--- config.mk ---
export PLATFORM = sky130hd
export DESIGN_NAME = operand_entry_fsm
export DESIGN_NICKNAME = d
export VERILOG_FILES = /design/src/rtl/operand_entry_fsm.sv
export SDC_FILE = /design/constraint.sdc
export NUM_CORES = 1
export LEC_CHECK = 0
export ABC_AREA = 1
export BUFFER_PORTS_ARGS = -buffer_cell sky130_fd_sc_hd__buf_2
export CAP_MARGIN = 20
export CORE_MARGIN = 2
export CORE_UTILIZATION = 40
export CTS_CLUSTER_DIAMETER = 150
export DETAILED_ROUTE_END_ITERATION = 6
export GPL_TIMING_DRIVEN = 0
export PLACE_DENSITY_LB_ADDON = 0.15
export SLEW_MARGIN = 20
export SYNTH_ARGS = -nofsm -noshare
export SYNTH_HDL_FRONTEND = slang
export SYNTH_SLANG_ARGS = --single-unit
--- constraint.sdc ---
create_clock -name clk -period 9.8 [get_ports clk]
set_input_delay 0.49 -clock clk [delete_from_list [all_inputs] [get_ports clk]]
set_output_delay 0.49 -clock clk [all_outputs]
set_load 0.02 [all_outputs]
--- src/rtl/operand_entry_fsm.sv ---
`default_nettype none
// ============================================================================
// Module   : operand_entry_fsm
// Purpose  : Assembles decimal key presses into a 9-bit two's-complement
//            operand and commits it with a one-cycle enter pulse.
//            Optional sign support is enabled by OPERAND_ENTRY_NEG_EN.
// Revision : 1.0  initial release
// ============================================================================
module operand_entry_fsm (
   input  logic       clk,
   input  logic       rst,
   input  logic       key_valid,
   input  logic [3:0] key_code,
   output logic [8:0] op1,
   output logic       enter,
   output logic       neg,
   output logic [1:0] digit_cnt,
   output logic       err
);

   localparam logic [1:0] S_IDLE   = 2'd0;
   localparam logic [1:0] S_ENTRY  = 2'd1;
   localparam logic [1:0] S_COMMIT = 2'd2;

   localparam logic [3:0] K_NEG  = 4'd10;
   localparam logic [3:0] K_BKSP = 4'd11;
   localparam logic [3:0] K_CLR  = 4'd12;
   localparam logic [3:0] K_ENT  = 4'd13;

   logic [1:0] state, state_n;
   logic [3:0] d2, d1, d0, d2_n, d1_n, d0_n;
   logic [1:0] cnt, cnt_n;
   logic       neg_q, neg_n;
   logic       err_q, err_n;

   logic [7:0]  mag;
   logic [11:0] new_val;
   logic [8:0]  mag9;

   // Accepted values never exceed 255, so 8-bit arithmetic cannot wrap.
   assign mag     = 8'(d2) * 8'd100 + 8'(d1) * 8'd10 + 8'(d0);
   assign new_val = {4'b0, mag} * 12'd10 + {8'b0, key_code};
   assign mag9    = {1'b0, mag};

   always_ff @(posedge clk) begin
      if (rst) begin
         state <= S_IDLE;
         d2    <= 4'd0;
         d1    <= 4'd0;
         d0    <= 4'd0;
         cnt   <= 2'd0;
         neg_q <= 1'b0;
         err_q <= 1'b0;
      end else begin
         state <= state_n;
         d2    <= d2_n;
         d1    <= d1_n;
         d0    <= d0_n;
         cnt   <= cnt_n;
         neg_q <= neg_n;
         err_q <= err_n;
      end
   end

   always_comb begin
      state_n = state;
      d2_n    = d2;
      d1_n    = d1;
      d0_n    = d0;
      cnt_n   = cnt;
      neg_n   = neg_q;
      err_n   = err_q;
      if (state == S_COMMIT) begin
         // Keys arriving during the commit cycle are dropped, not queued.
         state_n = S_IDLE;
         d2_n    = 4'd0;
         d1_n    = 4'd0;
         d0_n    = 4'd0;
         cnt_n   = 2'd0;
         neg_n   = 1'b0;
         err_n   = 1'b0;
      end else if (key_valid) begin
         if (key_code <= 4'd9) begin
            if (!(state == S_IDLE && key_code == 4'd0)) begin
               if (cnt != 2'd3 && new_val <= 12'd255) begin
                  d2_n    = d1;
                  d1_n    = d0;
                  d0_n    = key_code;
                  cnt_n   = cnt + 2'd1;
                  state_n = S_ENTRY;
               end else begin
                  err_n = 1'b1;
               end
            end
         end else begin
            case (key_code)
`ifdef OPERAND_ENTRY_NEG_EN
               K_NEG: neg_n = ~neg_q;
`endif
               K_BKSP: begin
                  if (state == S_ENTRY) begin
                     d0_n  = d1;
                     d1_n  = d2;
                     d2_n  = 4'd0;
                     cnt_n = cnt - 2'd1;
                     if (cnt == 2'd1) state_n = S_IDLE;
                  end
               end
               K_CLR: begin
                  state_n = S_IDLE;
                  d2_n    = 4'd0;
                  d1_n    = 4'd0;
                  d0_n    = 4'd0;
                  cnt_n   = 2'd0;
                  neg_n   = 1'b0;
                  err_n   = 1'b0;
               end
               K_ENT:   state_n = S_COMMIT;
               default: ;
            endcase
         end
      end
   end

   always_comb begin
      enter     = (state == S_COMMIT);
      neg       = neg_q;
      digit_cnt = cnt;
      err       = err_q;
      op1       = neg_q ? (~mag9 + 9'd1) : mag9;
   end

endmodule
`default_nettype wire

==> results.txt <==
- Total of warnings raised by yosys: 0
* Die Span Y: 72.8 µm
- In this run the number of H-tree levels came out at 1.
* Maximum root-to-sink buffer count: 2
- Global-route usage over all layers: 16.5%
- The first detailed-routing pass ran for 4 iterations.
- Of the post-synthesis cell area, the part taken by muxes is 0%.
- The first global-routing pass estimated 6980 µm of wire.
- Of all nets on the critical path, the largest fanout is 10.
- The final layout contains routed wiring with a total length of 3940 µm.
- Die width: 72.8 µm
- Clock-pin slew was measured on the worst setup and hold paths at 0.06 ns.
* Number of fill cells in the layout: 513
* Number of standard cells after synthesis: 277
- Worst skew pair latency: 0.25 ns
- The tree is rooted in a sky130_fd_sc_hd__clkbuf_8.
- The clock arrives with 0.00399 ns of skew.
- The repair_antennas step left the layout with diodes totalling 0.
- Of the total synthesized cell area, the portion taken by XOR and XNOR cells is 3.70%.
- Area of the placeable core: 0.00466 mm²
* Min Tclk post-route: 4.64 ns
- Dominant combinational cell family by area after synthesis: adder cells
* RSZ-0062 raised after global routing: false
* Hold buffer count at cts: 0
* Min-Delay Path Depth: 2
- At the worst endpoint, the required time is 9.95 ns.
* Detail-routed net length per standard cell: 11.1 µm
- Post-synthesis share of cell area spent on full adders, half adders and majority gates: 28.1%
- Number of antenna violations at the first check in global routing: 0
- Cell area after synthesis: 0.00190 mm²
- Total number of vias: 1688
- Using the TritonRoute via totals, the vias-per-cell ratio works out to 4.77.
* Proportion of synthesized chip area in sequential cells: 18.0%
- Growth of design area from synthesis to finish: 10.9%
- Counting distinct cell types in the post-synthesis netlist gives 31.
- The number of endpoints with negative hold slack in the final report is 0.
- Buffer count from post-CTS setup fixing: 0
- CP Launch Type: register
- After the last flow step, the layout net total stands at 347.
* Hold crit path type: reg -> reg
- The worst setup path is captured at a register.
- Cells with a size suffix above 1 make up 11.0% of the layout.
- The total overflow left after global routing is 0.
* Worst path arrival time: 4.79 ns
- Pin placement for this block handled 21 I/O pins.
* Fraction of the mapped netlist area in compound gates: 10.2%
- In this run, post-CTS repair resized a total of 0 instances.
* Total negative slack for setup checks: 0 ns
* Post-route antenna net violation count: 0
- The via count of the first global-routing pass was 1574.
- In the layout the commonest cells are sky130_fd_sc_hd__nor2_1, sky130_fd_sc_hd__nand2_1, sky130_fd_sc_hd__inv_1.
* DP Wirelength: 3290 µm
- Std cell rows: 25
* Starting utilization of the core area: 40.7%
- The synthesized design contains 17 register bits.
- Final setup fails: 0
- The library cell used most frequently in the layout, excluding fill and tap cells, is sky130_fd_sc_hd__nor2_1.
- Number of buffers inserted by port buffering: 18
- Clock tree from TritonCTS: done
- Entering global routing, the biggest net connects 11 pins.
- The number of max-slew violations in the final report was 0.
- The number of cells on the worst reg-to-reg path is 26.
* Number of maximum-capacitance constraint violations: 0
- Synthesized-area fraction occupied by and/or/nand/nor cells: 27.5%
- At the end of routability-driven placement, the weighted congestion stood at 0.820.
- The largest total area in the synthesized netlist belongs to sky130_fd_sc_hd__ha_1.
- Dividing the final minimum period by the clock period gives 47.4%.
- Share of the synthesized area in the top cell type: 21.8%
- The run finished with clean final reports.
- In this run, the number of DRC markers left after iteration 0 of detailed routing was 36.
* Biggest area contributors in the synthesized netlist: sky130_fd_sc_hd__ha_1, sky130_fd_sc_hd__dfxtp_1, sky130_fd_sc_hd__nor2_1, sky130_fd_sc_hd__nand2_1, sky130_fd_sc_hd__inv_1
- Syn avg cell area: 6.84 µm²
- The floorplan step defined a die boundary enclosing 0.00531 mm².
- The tree built by TritonCTS fans out to 17 sinks.
* Achievable frequency: 215 MHz
- Cts bufs inserted: 3
- DRC violation count after routing: 0
* Worst Path Class, Setup: reg -> reg
routing by layer:
layer,vias to the layer above,wire length (µm),track usage [%]
li1,933,-,-
met1,726,2070,23.0
met2,22,1720,27.0
met3,7,74,1.24
met4,0,72,5.76
met5,-,0,0
Yosys cell counts:
library cell,n
sky130_fd_sc_hd__nor3_1,3
sky130_fd_sc_hd__o21ai_1,10
sky130_fd_sc_hd__nand3_1,17
sky130_fd_sc_hd__a31oi_1,1
sky130_fd_sc_hd__a211oi_1,1
sky130_fd_sc_hd__buf_6,1
sky130_fd_sc_hd__nand2_2,2
sky130_fd_sc_hd__o22ai_1,2
sky130_fd_sc_hd__nor2_1,52
sky130_fd_sc_hd__nand2_1,44
sky130_fd_sc_hd__buf_12,1
sky130_fd_sc_hd__nor2_2,1
sky130_fd_sc_hd__o2111ai_1,1
sky130_fd_sc_hd__a21oi_1,10
sky130_fd_sc_hd__o21ai_0,10
sky130_fd_sc_hd__nand2_4,2
sky130_fd_sc_hd__nor4_1,1
sky130_fd_sc_hd__fa_1,6
sky130_fd_sc_hd__inv_1,43
sky130_fd_sc_hd__dfxtp_1,17
sky130_fd_sc_hd__clkbuf_1,2
sky130_fd_sc_hd__conb_1,1
sky130_fd_sc_hd__xnor2_1,6
sky130_fd_sc_hd__inv_6,1
sky130_fd_sc_hd__ha_1,33
sky130_fd_sc_hd__inv_2,1
sky130_fd_sc_hd__and2_1,1
sky130_fd_sc_hd__or2_0,1
sky130_fd_sc_hd__o31ai_1,1
sky130_fd_sc_hd__xor2_1,2
sky130_fd_sc_hd__buf_4,3
worst paths after layout:
check	start	endpoint	slack, ns
max	d1[3]$_SDFFE_PP0P_	digit_cnt[1]$_SDFFE_PP0P_	5.16
min	d0[3]$_SDFFE_PP0P_	d0[3]$_SDFFE_PP0P_	0.48
max reg2reg	d1[3]$_SDFFE_PP0P_	digit_cnt[1]$_SDFFE_PP0P_	5.16
min reg2reg	d0[3]$_SDFFE_PP0P_	d0[3]$_SDFFE_PP0P_	0.48
state kept, by name, indices dropped and copies added, names as in the netlist:
name,count
digit_cnt,2
state,2
d2,4
err,1
d0,4
d1,4
logic make-up after synthesis:
family,after synthesis
flip-flops,17
AND/OR/NAND/NOR,124
other,1
buffers and inverters,52
adder cells (fa/ha/maj),39
AO/OA/AOI/OAI,36
XOR/XNOR,8
worst max-delay path, cell delays in order, from the launching register on:
cell and delay (ns):
sky130_fd_sc_hd__dfxtp_1 0.47, sky130_fd_sc_hd__ha_1 0.29, sky130_fd_sc_hd__ha_1 0.22, sky130_fd_sc_hd__fa_1 0.37, sky130_fd_sc_hd__xor2_1 0.15, sky130_fd_sc_hd__ha_1 0.30, sky130_fd_sc_hd__ha_1 0.35, sky130_fd_sc_hd__a21oi_1 0.12
sky130_fd_sc_hd__o21ai_0 0.09, sky130_fd_sc_hd__nor2_1 0.13, sky130_fd_sc_hd__nand3_1 0.10, sky130_fd_sc_hd__nand2_2 0.11, sky130_fd_sc_hd__inv_1 0.06, sky130_fd_sc_hd__ha_1 0.29, sky130_fd_sc_hd__ha_1 0.34, sky130_fd_sc_hd__inv_1 0.07
sky130_fd_sc_hd__nand3_1 0.08, sky130_fd_sc_hd__and2_1 0.17, sky130_fd_sc_hd__nand2_1 0.06, sky130_fd_sc_hd__nand3_1 0.08, sky130_fd_sc_hd__nor2_2 0.10, sky130_fd_sc_hd__nand2_2 0.08, sky130_fd_sc_hd__nand2_4 0.09, sky130_fd_sc_hd__nand2_4 0.09
sky130_fd_sc_hd__buf_6 0.16, sky130_fd_sc_hd__o21ai_1 0.13, sky130_fd_sc_hd__nor2_1 0.05
per-stage QoR:
step | hold WS (ns) | setup WS [ns] | area (µm²) | utilization, % | instances
6_report | 0.485 | 5.16 | 2100 | 45.1 | 354
5_1_grt | 0.506 | 4.72 | 2100 | 45.1 | 354
4_1_cts | 0.494 | 5.13 | 2100 | 45.1 | 354
3_5_place_dp | 0.475 | 5.16 | 2060 | 44.1 | 350
3_3_place_gp | 0.469 | 5.14 | 2060 | 44.1 | 350
2_1_floorplan | 0.453 | 5.31 | 1900 | - | 278
cell type report:
cell class / instances / area, µm² / area share, %
multi-input combinational: 209 / 1320 / 63.0
buffer: 7 / 61.3 / 2.92
inverter: 45 / 174 / 8.27
clock buffer: 4 / 45.0 / 2.14
sequential: 17 / 340 / 16.2
tap: 54 / 67.6 / 3.21
timing repair buffer: 18 / 90.1 / 4.29
Power is left out: the tool's default activity adds up to more than one toggle a clock period on the data nets, which glitch-free logic cannot reach.
